$ cat src/rtl/sys_array_pkg.sv
// rtl/sys_array_pkg.sv - shared types and constant-matrix helpers for the systolic array demonstrator
package sys_array_pkg;

   typedef enum logic [1:0] {IDLE, LOADED, COMPUTE, SHOW} state_t;

   function automatic int acc_width(input int dw);
      return 2 * dw;
   endfunction

   function automatic int a_init(input int i, input int k, input int cols);
      return i * cols + k + 1;
   endfunction

   function automatic int b_init(input int k, input int j);
      return k + j + 1;
   endfunction

endpackage

$ cat src/rtl/systolic_array_wrapper_if.sv
// rtl/systolic_array_wrapper_if.sv - command pulses and display bus of the systolic array demonstrator
interface systolic_array_wrapper_if #(parameter int DATA_WIDTH = 8);

   logic                      load_params;
   logic                      start_comp;
   logic [4*DATA_WIDTH-1:0]   hex_connect;

   modport master (output load_params, output start_comp, input hex_connect);
   modport slave  (input load_params, input start_comp, output hex_connect);

endinterface

$ cat src/rtl/sys_array_cell.sv
// rtl/sys_array_cell.sv - one output-stationary MAC PE with registered operand pass-through
module sys_array_cell #(
   parameter int DATA_WIDTH = 8,
   parameter int ACC_WIDTH  = 16
) (
   input  logic                  clk,
   input  logic                  reset,
   input  logic                  en,
   input  logic                  clr,
   input  logic [DATA_WIDTH-1:0] a_in,
   input  logic [DATA_WIDTH-1:0] b_in,
   output logic [DATA_WIDTH-1:0] a_out,
   output logic [DATA_WIDTH-1:0] b_out,
   output logic [ACC_WIDTH-1:0]  acc
);

   logic [ACC_WIDTH-1:0] prod;

   assign prod = ACC_WIDTH'(a_in) * ACC_WIDTH'(b_in);

   always_ff @(posedge clk or posedge reset) begin
      if (reset) begin
         a_out <= '0;
         b_out <= '0;
         acc   <= '0;
      end else if (clr) begin
         a_out <= '0;
         b_out <= '0;
         acc   <= '0;
      end else begin
         a_out <= a_in;
         b_out <= b_in;
         if (en) acc <= acc + prod;
      end
   end

endmodule

$ cat src/rtl/systolic_array_wrapper.sv
// rtl/systolic_array_wrapper.sv - FSM, skewed operand feed, PE grid and divided-rate result display
module systolic_array_wrapper
   import sys_array_pkg::*;
#(
   parameter int DATA_WIDTH   = 8,
   parameter int ARRAY_W      = 4,
   parameter int ARRAY_L      = 4,
   parameter int CLOCK_DIVIDE = 2
) (
   input  logic                     clk,
   input  logic                     reset,
   systolic_array_wrapper_if.slave  bus
);

   localparam int AW  = acc_width(DATA_WIDTH);
   localparam int N   = ARRAY_W + 2 * ARRAY_L - 1;
   localparam int CW  = $clog2(N + 1);
   localparam int RW  = (ARRAY_W > 1) ? $clog2(ARRAY_W) : 1;
   localparam int LW  = (ARRAY_L > 1) ? $clog2(ARRAY_L) : 1;
   localparam int DVW = (CLOCK_DIVIDE > 1) ? $clog2(CLOCK_DIVIDE) : 1;

   state_t                  state, next_state;
   logic [CW-1:0]           cnt;
   logic [DATA_WIDTH-1:0]   a_reg  [ARRAY_W][ARRAY_L];
   logic [DATA_WIDTH-1:0]   b_reg  [ARRAY_L][ARRAY_L];
   logic [DATA_WIDTH-1:0]   a_feed [ARRAY_W];
   logic [DATA_WIDTH-1:0]   b_feed [ARRAY_L];
   logic [DATA_WIDTH-1:0]   a_bus  [ARRAY_W][ARRAY_L];
   logic [DATA_WIDTH-1:0]   b_bus  [ARRAY_W][ARRAY_L];
   logic [AW-1:0]           acc    [ARRAY_W][ARRAY_L];
   logic [RW-1:0]           row;
   logic [LW-1:0]           col;
   logic [DVW-1:0]          div;
   logic [AW-1:0]           sel_acc;
   logic [4*DATA_WIDTH-1:0] hex;
   logic                    load_ok, start_ok, computing, showing, unused_edge;

   // load_params takes priority over start_comp wherever both are legal
   always_comb begin
      next_state = state;
      load_ok    = 1'b0;
      start_ok   = 1'b0;
      case (state)
         IDLE: begin
            if (bus.load_params) begin
               next_state = LOADED;
               load_ok    = 1'b1;
            end
         end
         LOADED, SHOW: begin
            if (bus.load_params) begin
               next_state = LOADED;
               load_ok    = 1'b1;
            end else if (bus.start_comp) begin
               next_state = COMPUTE;
               start_ok   = 1'b1;
            end
         end
         COMPUTE: begin
            if (cnt == CW'(N - 1)) next_state = SHOW;
         end
         default: next_state = IDLE;
      endcase
   end

   assign computing = (state == COMPUTE);
   assign showing   = (state == SHOW) && (next_state == SHOW);

   always_ff @(posedge clk or posedge reset) begin
      if (reset) begin
         state <= IDLE;
         cnt   <= '0;
      end else begin
         state <= next_state;
         cnt   <= computing ? cnt + 1'b1 : '0;
      end
   end

   always_ff @(posedge clk or posedge reset) begin
      if (reset) begin
         for (int i = 0; i < ARRAY_W; i++)
            for (int k = 0; k < ARRAY_L; k++) a_reg[i][k] <= '0;
         for (int k = 0; k < ARRAY_L; k++)
            for (int j = 0; j < ARRAY_L; j++) b_reg[k][j] <= '0;
      end else if (load_ok) begin
         for (int i = 0; i < ARRAY_W; i++)
            for (int k = 0; k < ARRAY_L; k++) a_reg[i][k] <= DATA_WIDTH'(a_init(i, k, ARRAY_L));
         for (int k = 0; k < ARRAY_L; k++)
            for (int j = 0; j < ARRAY_L; j++) b_reg[k][j] <= DATA_WIDTH'(b_init(k, j));
      end
   end

   // Row i / column j see element k at compute cycle i+k / j+k; zeros elsewhere
   always_comb begin
      for (int i = 0; i < ARRAY_W; i++) begin
         a_feed[i] = '0;
         for (int k = 0; k < ARRAY_L; k++)
            if (computing && cnt == CW'(i + k)) a_feed[i] = a_reg[i][k];
      end
      for (int j = 0; j < ARRAY_L; j++) begin
         b_feed[j] = '0;
         for (int k = 0; k < ARRAY_L; k++)
            if (computing && cnt == CW'(j + k)) b_feed[j] = b_reg[k][j];
      end
   end

   for (genvar i = 0; i < ARRAY_W; i++) begin : g_row
      for (genvar j = 0; j < ARRAY_L; j++) begin : g_col
         logic [DATA_WIDTH-1:0] a_src, b_src;
         if (j == 0) begin : g_a_edge
            assign a_src = a_feed[i];
         end else begin : g_a_link
            assign a_src = a_bus[i][j-1];
         end
         if (i == 0) begin : g_b_edge
            assign b_src = b_feed[j];
         end else begin : g_b_link
            assign b_src = b_bus[i-1][j];
         end
         sys_array_cell #(.DATA_WIDTH(DATA_WIDTH), .ACC_WIDTH(AW)) u_cell (
            .clk   (clk),
            .reset (reset),
            .en    (computing),
            .clr   (start_ok),
            .a_in  (a_src),
            .b_in  (b_src),
            .a_out (a_bus[i][j]),
            .b_out (b_bus[i][j]),
            .acc   (acc[i][j])
         );
      end
   end

   // Operands leaving the far edges of the grid have no consumer
   always_comb begin
      unused_edge = 1'b0;
      for (int i = 0; i < ARRAY_W; i++) unused_edge = unused_edge ^ (^a_bus[i][ARRAY_L-1]);
      for (int j = 0; j < ARRAY_L; j++) unused_edge = unused_edge ^ (^b_bus[ARRAY_W-1][j]);
   end

   always_comb begin
      sel_acc = '0;
      for (int i = 0; i < ARRAY_W; i++)
         for (int j = 0; j < ARRAY_L; j++)
            if (row == RW'(i) && col == LW'(j)) sel_acc = acc[i][j];
   end

   always_ff @(posedge clk or posedge reset) begin
      if (reset) begin
         row <= '0;
         col <= '0;
         div <= '0;
         hex <= '0;
      end else if (!showing) begin
         row <= '0;
         col <= '0;
         div <= '0;
         hex <= '0;
      end else begin
         hex <= {DATA_WIDTH'(row), DATA_WIDTH'(col), sel_acc};
         if (div == DVW'(CLOCK_DIVIDE - 1)) begin
            div <= '0;
            if (col == LW'(ARRAY_L - 1)) begin
               col <= '0;
               row <= (row == RW'(ARRAY_W - 1)) ? '0 : row + 1'b1;
            end else begin
               col <= col + 1'b1;
            end
         end else begin
            div <= div + 1'b1;
         end
      end
   end

   assign bus.hex_connect = hex;

endmodule

$ cat src/flat_wrapper.sv
// flat-port wrapper written by rule: the top's interface ports become plain ports
module systolic_array_wrapper_flat import sys_array_pkg::*;
#(
   parameter int DATA_WIDTH   = 8,
   parameter int ARRAY_W      = 4,
   parameter int ARRAY_L      = 4,
   parameter int CLOCK_DIVIDE = 2
)
  (clk, reset, bus_load_params, bus_start_comp, bus_hex_connect);
  systolic_array_wrapper_if #(.DATA_WIDTH(DATA_WIDTH)) bus_i ();
  input  logic clk;
  input  logic reset;
  input wire logic [$bits(bus_i.load_params)-1:0] bus_load_params;
  input wire logic [$bits(bus_i.start_comp)-1:0] bus_start_comp;
  output wire logic [$bits(bus_i.hex_connect)-1:0] bus_hex_connect;
  assign bus_i.load_params = bus_load_params;
  assign bus_i.start_comp = bus_start_comp;
  assign bus_hex_connect = bus_i.hex_connect;
  systolic_array_wrapper #(.DATA_WIDTH(DATA_WIDTH), .ARRAY_W(ARRAY_W), .ARRAY_L(ARRAY_L), .CLOCK_DIVIDE(CLOCK_DIVIDE)) u_core (.clk(clk), .reset(reset), .bus(bus_i));
endmodule
$ cat config.mk
export PLATFORM = sky130hd
export DESIGN_NAME = systolic_array_wrapper_flat
export DESIGN_NICKNAME = d
export VERILOG_FILES = /design/src/rtl/sys_array_pkg.sv /design/src/rtl/systolic_array_wrapper_if.sv /design/src/rtl/sys_array_cell.sv /design/src/rtl/systolic_array_wrapper.sv /design/src/flat_wrapper.sv
export SDC_FILE = /design/constraint.sdc
export NUM_CORES = 1
export LEC_CHECK = 0
export CORE_MARGIN = 5
export CORE_UTILIZATION = 55
export CTS_BUF_LIST = sky130_fd_sc_hd__clkbuf_8
export CTS_CLUSTER_SIZE = 30
export DETAILED_ROUTE_END_ITERATION = 6
export PLACE_DENSITY_LB_ADDON = 0.3
export SETUP_SLACK_MARGIN = 0.2
export SLEW_MARGIN = 0
export SYNTH_ARGS = -nofsm -noshare
export SYNTH_HDL_FRONTEND = slang
export SYNTH_HIERARCHICAL = 1
export SYNTH_SLANG_ARGS = --single-unit
$ cat constraint.sdc
create_clock -name clk -period 11.2 [get_ports clk]
set_input_delay 1.12 -clock clk [delete_from_list [all_inputs] [get_ports clk]]
set_output_delay 1.12 -clock clk [all_outputs]
set_load 0.01 [all_outputs]
==> impl_metrics.env, run 1 <==
export IMPL_p_sw_mw=4.844
export IMPL_outcome="finished, violations left"
export IMPL_num_io_pins=36
export IMPL_reg2reg_setup_slack_ns=4.81
export IMPL_port_buffers=23
export IMPL_path_clk_slew_ns=0.06
export IMPL_die_area_um2=119500
export IMPL_cts_made_buffers=90
export IMPL_routedWlPerCell_um=18.49
export IMPL_r2r_start="u_core/state[0]"
export IMPL_cp_startpoint="u_core/state[0]"
export IMPL_cp_end_kind="flop"
export IMPL_finClkSkew_ns=0.06295
export IMPL_fmax_mhz=156.4
export IMPL_drive_gt1_share_pct=3.651
export IMPL_detail_route_vias_per_cell=5.454
export IMPL_crit_chain="nand2b_1 -> nor2_1 -> nand2_1 -> a211oi_1 -> buf_4 -> and2_1 -> nand2_1 -> fa_1 -> inv_1 -> ha_1 -> ha_1 -> inv_1 -> fa_1 -> inv_1 -> ha_1 -> inv_1 -> fa_1 -> and2b_1 -> o211ai_2 -> a21boi_0 -> or3_1 -> o311ai_0"
export IMPL_remaining_drc_errors=1
export IMPL_syn_area_um2=62000
export IMPL_track_usage_pct=27.18
export IMPL_slowest_stage="fa_1"
export IMPL_slew_violations=0
export IMPL_p_seq_share_pct=26.3
export IMPL_largestRegisters="u_core/g_row.g_col.u_cell/acc (256), u_core/g_row.g_col.u_cell/a_out (96), u_core/g_row.g_col.u_cell/b_out (96)"
export IMPL_clk_latency_ns=0.78
export IMPL_setup_worst_path_class="flop to flop"
export IMPL_post_cts_resized=0
export IMPL_placed_cells=8536
export IMPL_cpPeakStageDelay_ns=0.53
export IMPL_finalCritPeriodShare_pct=57.07
export IMPL_hpwl_um=126100
export IMPL_regToRegEndpoint="u_core/g_row[3].g_col[0].u_cell/acc[9]"
export IMPL_post_route_util_pct=59.16
export IMPL_critPathArrivalTime_ns=6.96
export IMPL_power_share_clock_pct=19.3
export IMPL_core_um2=112200
export IMPL_grt_max_degree=185
export IMPL_clockBufferDepth=3
export IMPL_syn_inst=6986
export IMPL_grt_overflow_total=0
export IMPL_powerDensity_nw_per_um2=153.9
export IMPL_cp_start_kind="flop"
export IMPL_combinationalPowerShare_pct=54.4
export IMPL_drt_iter0_drc=3169
export IMPL_cap_violations=0
export IMPL_p_leak_nw=34.99
export IMPL_grt_pass1_vias=48880
export IMPL_violations="DRC"
export IMPL_tightest_slew_ns=1.357
export IMPL_ant_nets=0
export IMPL_avgSynthCellArea_um2=8.875
export IMPL_cts_root_buf="clkbuf_8"
export IMPL_htreeDepth=3
export IMPL_instances_no_fill=8710
export IMPL_cp_common_cell="inv_1"
export IMPL_rows=123
export IMPL_wl_um=161100
export IMPL_grt_pass1_wl_um=262900
export IMPL_top_register="u_core/g_row.g_col.u_cell/acc"
export IMPL_post_cts_setup_buffers=0
export IMPL_place_gp_congestion=0.9183
export IMPL_setup_viol=0
export IMPL_largest_reg_flops=256
export IMPL_crit_end="u_core/g_row[3].g_col[0].u_cell/acc[9]"
export IMPL_num_vias=47510
export IMPL_hold_violations=0
export IMPL_p_int_mw=5.369
export IMPL_fillers=9794
export IMPL_period_needed_ns=6.392
export IMPL_cp_max_fo=18
export IMPL_fin_nets=8505
export IMPL_postCtsHoldBufs=0
export IMPL_swShare_pct=47.43
export IMPL_rr_worst_depth=22
export IMPL_tritoncts="built"
export IMPL_grt_antenna_before_repair=7
export IMPL_worst_ep_required_time_ns=11.77
export IMPL_ir_drop_v=0.0001366
export IMPL_area_growth_synth_to_final_pct=7.039
export IMPL_start_util_pct=55.27
export IMPL_first_pass_iters=7
export IMPL_totalNegativeSetupSlack_ns=0
export IMPL_maxSlewHeadroom_pct=9.559
export IMPL_grt_setup_unrepaired="false"
export IMPL_cts_num_sinks=480
export IMPL_seqCellArea_um2=12010
export IMPL_multi_input_comb_area_um2=43660
export IMPL_yosysWarnings=6
export IMPL_die_width_um=345.8
export IMPL_total_power_mw=10.21
export IMPL_min_path_type="flop to flop"
export IMPL_die_h_um=345.8
how the worst min path moves through the flow:
stage                                                  from                                      end  slack, ns  cells after the start
floorplan           u_core/g_row[3].g_col[2].u_cell/acc[13]  u_core/g_row[3].g_col[2].u_cell/acc[13]       0.47                      2
global placement    u_core/g_row[3].g_col[2].u_cell/acc[13]  u_core/g_row[3].g_col[2].u_cell/acc[13]       0.51                      2
detailed placement  u_core/g_row[3].g_col[2].u_cell/acc[13]  u_core/g_row[3].g_col[2].u_cell/acc[13]       0.51                      2
CTS                 u_core/g_row[3].g_col[2].u_cell/acc[13]  u_core/g_row[3].g_col[2].u_cell/acc[13]       0.53                      2
global route                                  u_core/cnt[0]                            u_core/cnt[0]       0.58                      1
finish              u_core/g_row[3].g_col[2].u_cell/acc[13]  u_core/g_row[3].g_col[2].u_cell/acc[13]       0.54                      2
worst max-delay path, delay by kind of cell (launching register included):
family,cells,cell delay [ns]
AOI/OAI and AO/OA,4,1.07
DFF,1,0.44
adders and majority gates,6,2.14
buffers and inverters,5,0.44
and+or+nand+nor,7,2.12
power by group through the flow:
stage	combinational [mW]	clock [mW]	sequential [mW]
finish	5.55	1.97	2.69
global route	6.36	2.09	2.72
CTS	5.48	2.01	2.68
detailed placement	5.44	0	2.71
global placement	5.30	0	2.70
floorplan	4.41	0	2.32
stage by stage:
stage / hold slack, ns / area (um2) / setup slack [ns]
global placement: 0.5149 / 64310 / 5.098
CTS: 0.5348 / 66350 / 4.912
finish: 0.5376 / 66370 / 4.808
floorplan: 0.4716 / 62990 / 5.644
detailed placement: 0.5129 / 64310 / 4.954
global route: 0.5810 / 66350 / 4.502
final cells by class:
cell class	count	area share [%]
Inverter	1656	9.377
Clock inverter	53	0.6957
Antenna cell	6	0.02262
Timing Repair Buffer	57	0.8069
Clock buffer	115	2.385
Tap cell	1500	2.828
Multi-Input combinational cell	4843	65.79
Sequential cell	480	18.10
cells in the final DEF (no fill, tap or decap), drive strengths merged, types with 237 or more instances in the layout:
cell	count
a21oi	239
and2	527
conb	264
dfrtp	480
fa	800
ha	573
inv	1669
nand2	672
nor2	279
nor2b	237
layer usage:
layer / vias to the layer above / track usage [%] / routed length, um
met5: - / 0 / 12
met3: 352 / 4.456 / 10260
met1: 23710 / 35.85 / 66980
met4: 2 / 11.29 / 7389
met2: 1534 / 44.90 / 76430
li1: 21910 / - / -
(Power assumes the default switching activity.)
==> run 2, diff against run 1 <==
==> constraint.sdc (replaced) <==
create_clock -name clk -period 6.23 [get_ports clk]
set_input_delay 0.623 -clock clk [delete_from_list [all_inputs] [get_ports clk]]
set_output_delay 0.623 -clock clk [all_outputs]
set_load 0.01 [all_outputs]
==> impl_metrics.env, run 2 (synthesized netlist as in run 1, its figures left out) <==
export IMPL_num_vias=47470
export IMPL_fin_nets=8532
export IMPL_path_clk_slew_ns=0.06
export IMPL_seqCellArea_um2=12010
export IMPL_outcome="complete, no violations"
export IMPL_layout_common_cells="inv_1, fa_1, nand2_1, ha_1, and2_1"
export IMPL_fmax_mhz=178.2
export IMPL_hold_violations=0
export IMPL_htreeDepth=3
export IMPL_hpwl_um=127400
export IMPL_cts_made_buffers=93
export IMPL_first_pass_iters=7
export IMPL_period_needed_ns=5.613
export IMPL_grt_max_degree=141
export IMPL_cts_num_sinks=480
export IMPL_postCtsHoldBufs=0
export IMPL_grt_overflow_total=0
export IMPL_cts_root_buf="clkbuf_8"
export IMPL_remaining_drc_errors=0
export IMPL_multi_input_comb_area_um2=43670
export IMPL_setup_worst_path_class="flop to flop"
export IMPL_drt_iter0_drc=3471
export IMPL_grt_pass1_vias=49370
export IMPL_cp_startpoint="u_core/state[0]"
export IMPL_grt_pass1_wl_um=266200
export IMPL_ir_drop_v=0.0002207
export IMPL_powerDensity_nw_per_um2=277.6
export IMPL_maxSlewHeadroom_pct=22.28
export IMPL_grt_setup_unrepaired="true"
export IMPL_total_power_mw=18.49
export IMPL_post_cts_setup_buffers=0
export IMPL_tritoncts="built"
export IMPL_post_cts_resized=0
export IMPL_clockBufferDepth=3
export IMPL_p_leak_nw=35.12
export IMPL_grt_antenna_before_repair=7
export IMPL_setup_viol=0
export IMPL_ant_nets=0
export IMPL_cp_start_kind="flop"
export IMPL_rr_worst_depth=21
export IMPL_core_um2=112200
export IMPL_critPathArrivalTime_ns=6.20
export IMPL_die_width_um=345.8
export IMPL_cp_end_kind="flop"
export IMPL_die_h_um=345.8
export IMPL_worst_ep_required_time_ns=6.81
export IMPL_rows=123
export IMPL_area_growth_synth_to_final_pct=7.404
export IMPL_finClkSkew_ns=0.03478
export IMPL_detail_route_vias_per_cell=5.436
export IMPL_cp_max_fo=13
export IMPL_track_usage_pct=27.50
export IMPL_clk_latency_ns=0.75
export IMPL_placed_cells=8560
export IMPL_slew_violations=0
export IMPL_top_register="u_core/g_row.g_col.u_cell/acc"
export IMPL_tightest_slew_ns=1.159
export IMPL_place_gp_congestion=0.9420
export IMPL_num_io_pins=36
export IMPL_instances_no_fill=8732
export IMPL_die_area_um2=119500
export IMPL_largest_reg_flops=256
export IMPL_largestRegisters="u_core/g_row.g_col.u_cell/acc (256), u_core/g_row.g_col.u_cell/a_out (96), u_core/g_row.g_col.u_cell/b_out (96)"
export IMPL_min_path_type="primary input to async pin"
export IMPL_finalCritPeriodShare_pct=90.09
export IMPL_wl_um=162300
export IMPL_port_buffers=23
export IMPL_fillers=9776
export IMPL_r2r_start="u_core/state[0]"
export IMPL_whs_ns=0.4392
export IMPL_start_util_pct=55.27
export IMPL_cap_violations=0
export IMPL_drive_gt1_share_pct=4.040
export IMPL_totalNegativeSetupSlack_ns=0
export IMPL_routedWlPerCell_um=18.59
export IMPL_layout_commonest_cell="inv_1"
[run 2: changes by cell type in the layout (fill, tap and decap cells not counted), moves of 2 or more]
cell	before	now
buf_4	30	54
clkbuf_8	115	120
diode_2	6	4
inv_1	1664	1659
[run 2: path summary, 6_finish.rpt]
check | end | slack, ns
setup / recovery | u_core/g_row[2].g_col[0].u_cell/acc[9] | 0.62
hold / removal | u_core/g_row[1].g_col[1].u_cell/b_out[2] | 0.44
setup reg to reg | u_core/g_row[2].g_col[0].u_cell/acc[9] | 0.62
hold reg to reg | u_core/cnt[0] | 0.52
max in group asynchronous | u_core/g_row[1].g_col[3].u_cell/b_out[3] | 4.67
min in group clk | u_core/cnt[0] | 0.52
[run 2: metrics by stage]
step                area [um2]  setup slack, ns  utilization, %
floorplan                62990           0.6738               -
global placement         64490           0.6654           57.48
detailed placement       64490           0.6061           57.48
CTS                      66580           0.5676           59.34
global route             66590           0.1941           59.36
finish                   66590           0.6173           59.36
[run 2: cell type report]
class | count | area share (%)
Sequential cell | 480 | 18.04
Multi-Input combinational cell | 4843 | 65.57
Timing Repair Buffer | 81 | 1.075
Antenna cell | 4 | 0.01503
Clock inverter | 48 | 0.6595
Clock buffer | 120 | 2.480
Inverter | 1656 | 9.345
Tap cell | 1500 | 2.818
[run 2: per-layer routing]
layer / track usage, % / part of all wire, %
met5: 0 / 0.012
met2: 45.27 / 47
met3: 4.005 / 6.0
met4: 12.12 / 5.0
met1: 36.44 / 42
[run 2: worst max-delay path, stage by stage, from the launching register on]
cell,delay [ns]
dfrtp_1,0.44
nand2b_1,0.18
nor2_1,0.20
nand2_1,0.12
buf_4,0.20
o21bai_1,0.62
nand2_1,0.16
fa_1,0.54
inv_1,0.04
ha_1,0.27
ha_1,0.28
inv_1,0.07
fa_1,0.40
inv_1,0.06
ha_1,0.16
inv_1,0.07
fa_1,0.47
and2b_1,0.26
o211ai_2,0.11
a21boi_0,0.51
or3_1,0.18
o311ai_0,0.13
[run 2: power breakdown]
group / switching (mW) / total, mW / leakage, nW / internal [mW]
sequential: 1.12 / 4.83 / 6.38 / 3.72
combinational: 6.08 / 10.0 / 27.6 / 3.96
clock: 1.55 / 3.61 / 1.15 / 2.06
total: 8.75 / 18.5 / 35.1 / 9.74
==> RTL edit: new RTL, flow settings as in run 2 <==
`CLOCK_DIVIDE` is set to 2 in 2 places; all go to 4.
--- a/src/rtl/systolic_array_wrapper.sv
+++ b/src/rtl/systolic_array_wrapper.sv
@@ -7,3 +7,3 @@
    parameter int ARRAY_L      = 4,
-   parameter int CLOCK_DIVIDE = 2
+   parameter int CLOCK_DIVIDE = 4
 ) (
--- a/src/flat_wrapper.sv
+++ b/src/flat_wrapper.sv
@@ -6,3 +6,3 @@
    parameter int ARRAY_L      = 4,
-   parameter int CLOCK_DIVIDE = 2
+   parameter int CLOCK_DIVIDE = 4
 )
Function: same outputs for any inputs over 4 cycles, from zero or initial values and one cycle with reset high; that may be too few to reach the edited logic, so the function may still have changed.
==> RTL edit against run 2 <==
  * Routed wire length rose by 3.4%
  * Via count increased by 1.2%
  * Worst setup slack worse by 160 ps
  * Cell area up 0.14%
  * Synthesized area up 0.41%
  * Sequential power about the same
  * Count of clock-buffer cells in the layout fell by 2
  * Global-route usage rose by 0.68 points
  * Sequential cell count increased by 1
  * First-iteration DRC count is 14% higher
  * Total power about the same
  * Critical path type unchanged
  * Largest cell class unchanged
==> RTL edit: results (changes against run 2) <==
Power
  • Static leakage: 35.3 nW (+0.51%)
  • Int Pwr: 9.75 mW (about the same)
  • VDD IR max: 0.236 mV (+7.0%)

GRT
  • Initial antenna violation count: 12 (+5)
  • Vias in the first global route: 50,100 (+1.4%)
  • Global-route wire length before repair: 272 mm (+2.0%)
  • GRT Total Usage: 28.2% (+0.68 points)

Finish
  • Design area: 0.0667 sq mm (+0.14%)
  • Total Nets Final: 8,515 (-0.20%)

STA
  • Headroom to the max-slew limit: 25.7% (+3.4 points)
  • Final Skew: 67.0 ps (+32.2 ps)

Place
  • Routability cong.: 0.980 (+4.1%)
  • Placed Area: 0.0645 sq mm (about the same)
  • Post-Place Worst Slack: 577 ps (-29.4 ps)
  • DP HPWL: 131 mm (+2.7%)

Critical path
  • CP max stage cell: fa_1
  • Max incr delay on CP: 550 ps (-70 ps)
  • Worst path arrival time: 6390 ps (+190 ps)
  • CP Max Fanout: 18 (+5)

Routing
  • Via-per-instance ratio: 5.52 (+1.5%)
  • DR pass1 iterations: 6 (-1)
  • Drt total wl: 168 mm (+3.4%)
  • Initial DRC Count: 3,968 (+14%)

Clock tree
  • Skew-Pair Late Insertion Delay: 770 ps (+20 ps)

Outcome
  • Outcome: complete, no violations

Floorplanning
  • Initial core utilization: 55.3% (+0.075 points)
RTL edit: cell count changes in the layout (fill, tap and decap cells not counted), sizes merged, moves of 17 or more:
cell / delta
a21oi: -33
o21ai: +17
a22oi: +17
a221o: -41
nand3: -17
RTL edit: through the flow:
step                hold slack (ps)  instances
floorplan                       415       7248
global placement                429       8542
detailed placement              434       8542
global route                    420       8712
CTS                             356       8711
finish                          428       8712
RTL edit: per-layer routing:
metal	GRT usage, %	share of wire, %	up-vias
met4	10.3	3.9	10
met3	6.47	8.9	357
met2	42.7	44	1845
li1	-	-	21900
met1	39.9	44	23900
met5	0	0.039	-
RTL edit: final timing paths:
| path | from | endpoint | slack (ps) | cells after the start |
|---|---|---|---|---|
| hold reg to reg | u_core/div[0] | u_core/div[0] | 450 | 1 |
| min in group clk | u_core/div[0] | u_core/div[0] | 450 | 1 |
| max in group asynchronous | reset | u_core/g_row[0].g_col[3].u_cell/b_out[5] | 4680 | 3 |
| setup / recovery | u_core/cnt[0] | u_core/g_row[3].g_col[0].u_cell/acc[10] | 450 | 18 |
| hold / removal | reset | u_core/g_row[0].g_col[2].u_cell/a_out[4] | 430 | 3 |
| setup reg to reg | u_core/cnt[0] | u_core/g_row[3].g_col[0].u_cell/acc[10] | 450 | 18 |
RTL edit: what timing repair did:
item	4_1_cts	5_1_grt
resized for setup	0	1
hold buffers	0	0
setup buffers	0	0
setup endpoints to repair	0	1
RTL edit: critical path: cells and delay by family (launching register included):
kind	cells	cell delay, ps
compound gates	6	1510
simple gates	2	540
buf+inv	4	420
fa+ha+maj	6	2730
flops	1	430
RTL edit: final cells by class:
| type | instances | share of cell area, % |
|---|---|---|
| Antenna cell | 1 | 0.00375 |
| Clock buffer | 118 | 2.44 |
| Sequential cell | 481 | 18.0 |
| Tap cell | 1500 | 2.81 |
| Clock inverter | 51 | 0.764 |
| Inverter | 1657 | 9.34 |
| Timing Repair Buffer | 65 | 0.893 |
| Multi-Input combinational cell | 4839 | 65.7 |
RTL edit: power groups by stage:
stage / Combinational [mW] / Clock (mW) / Sequential (mW)
finish: 9.96 / 3.71 / 4.82
floorplan: 7.89 / 0 / 4.18
detailed placement: 9.73 / 0 / 4.83
global placement: 9.47 / 0 / 4.83
CTS: 9.81 / 3.79 / 4.79
global route: 11.4 / 3.92 / 4.89
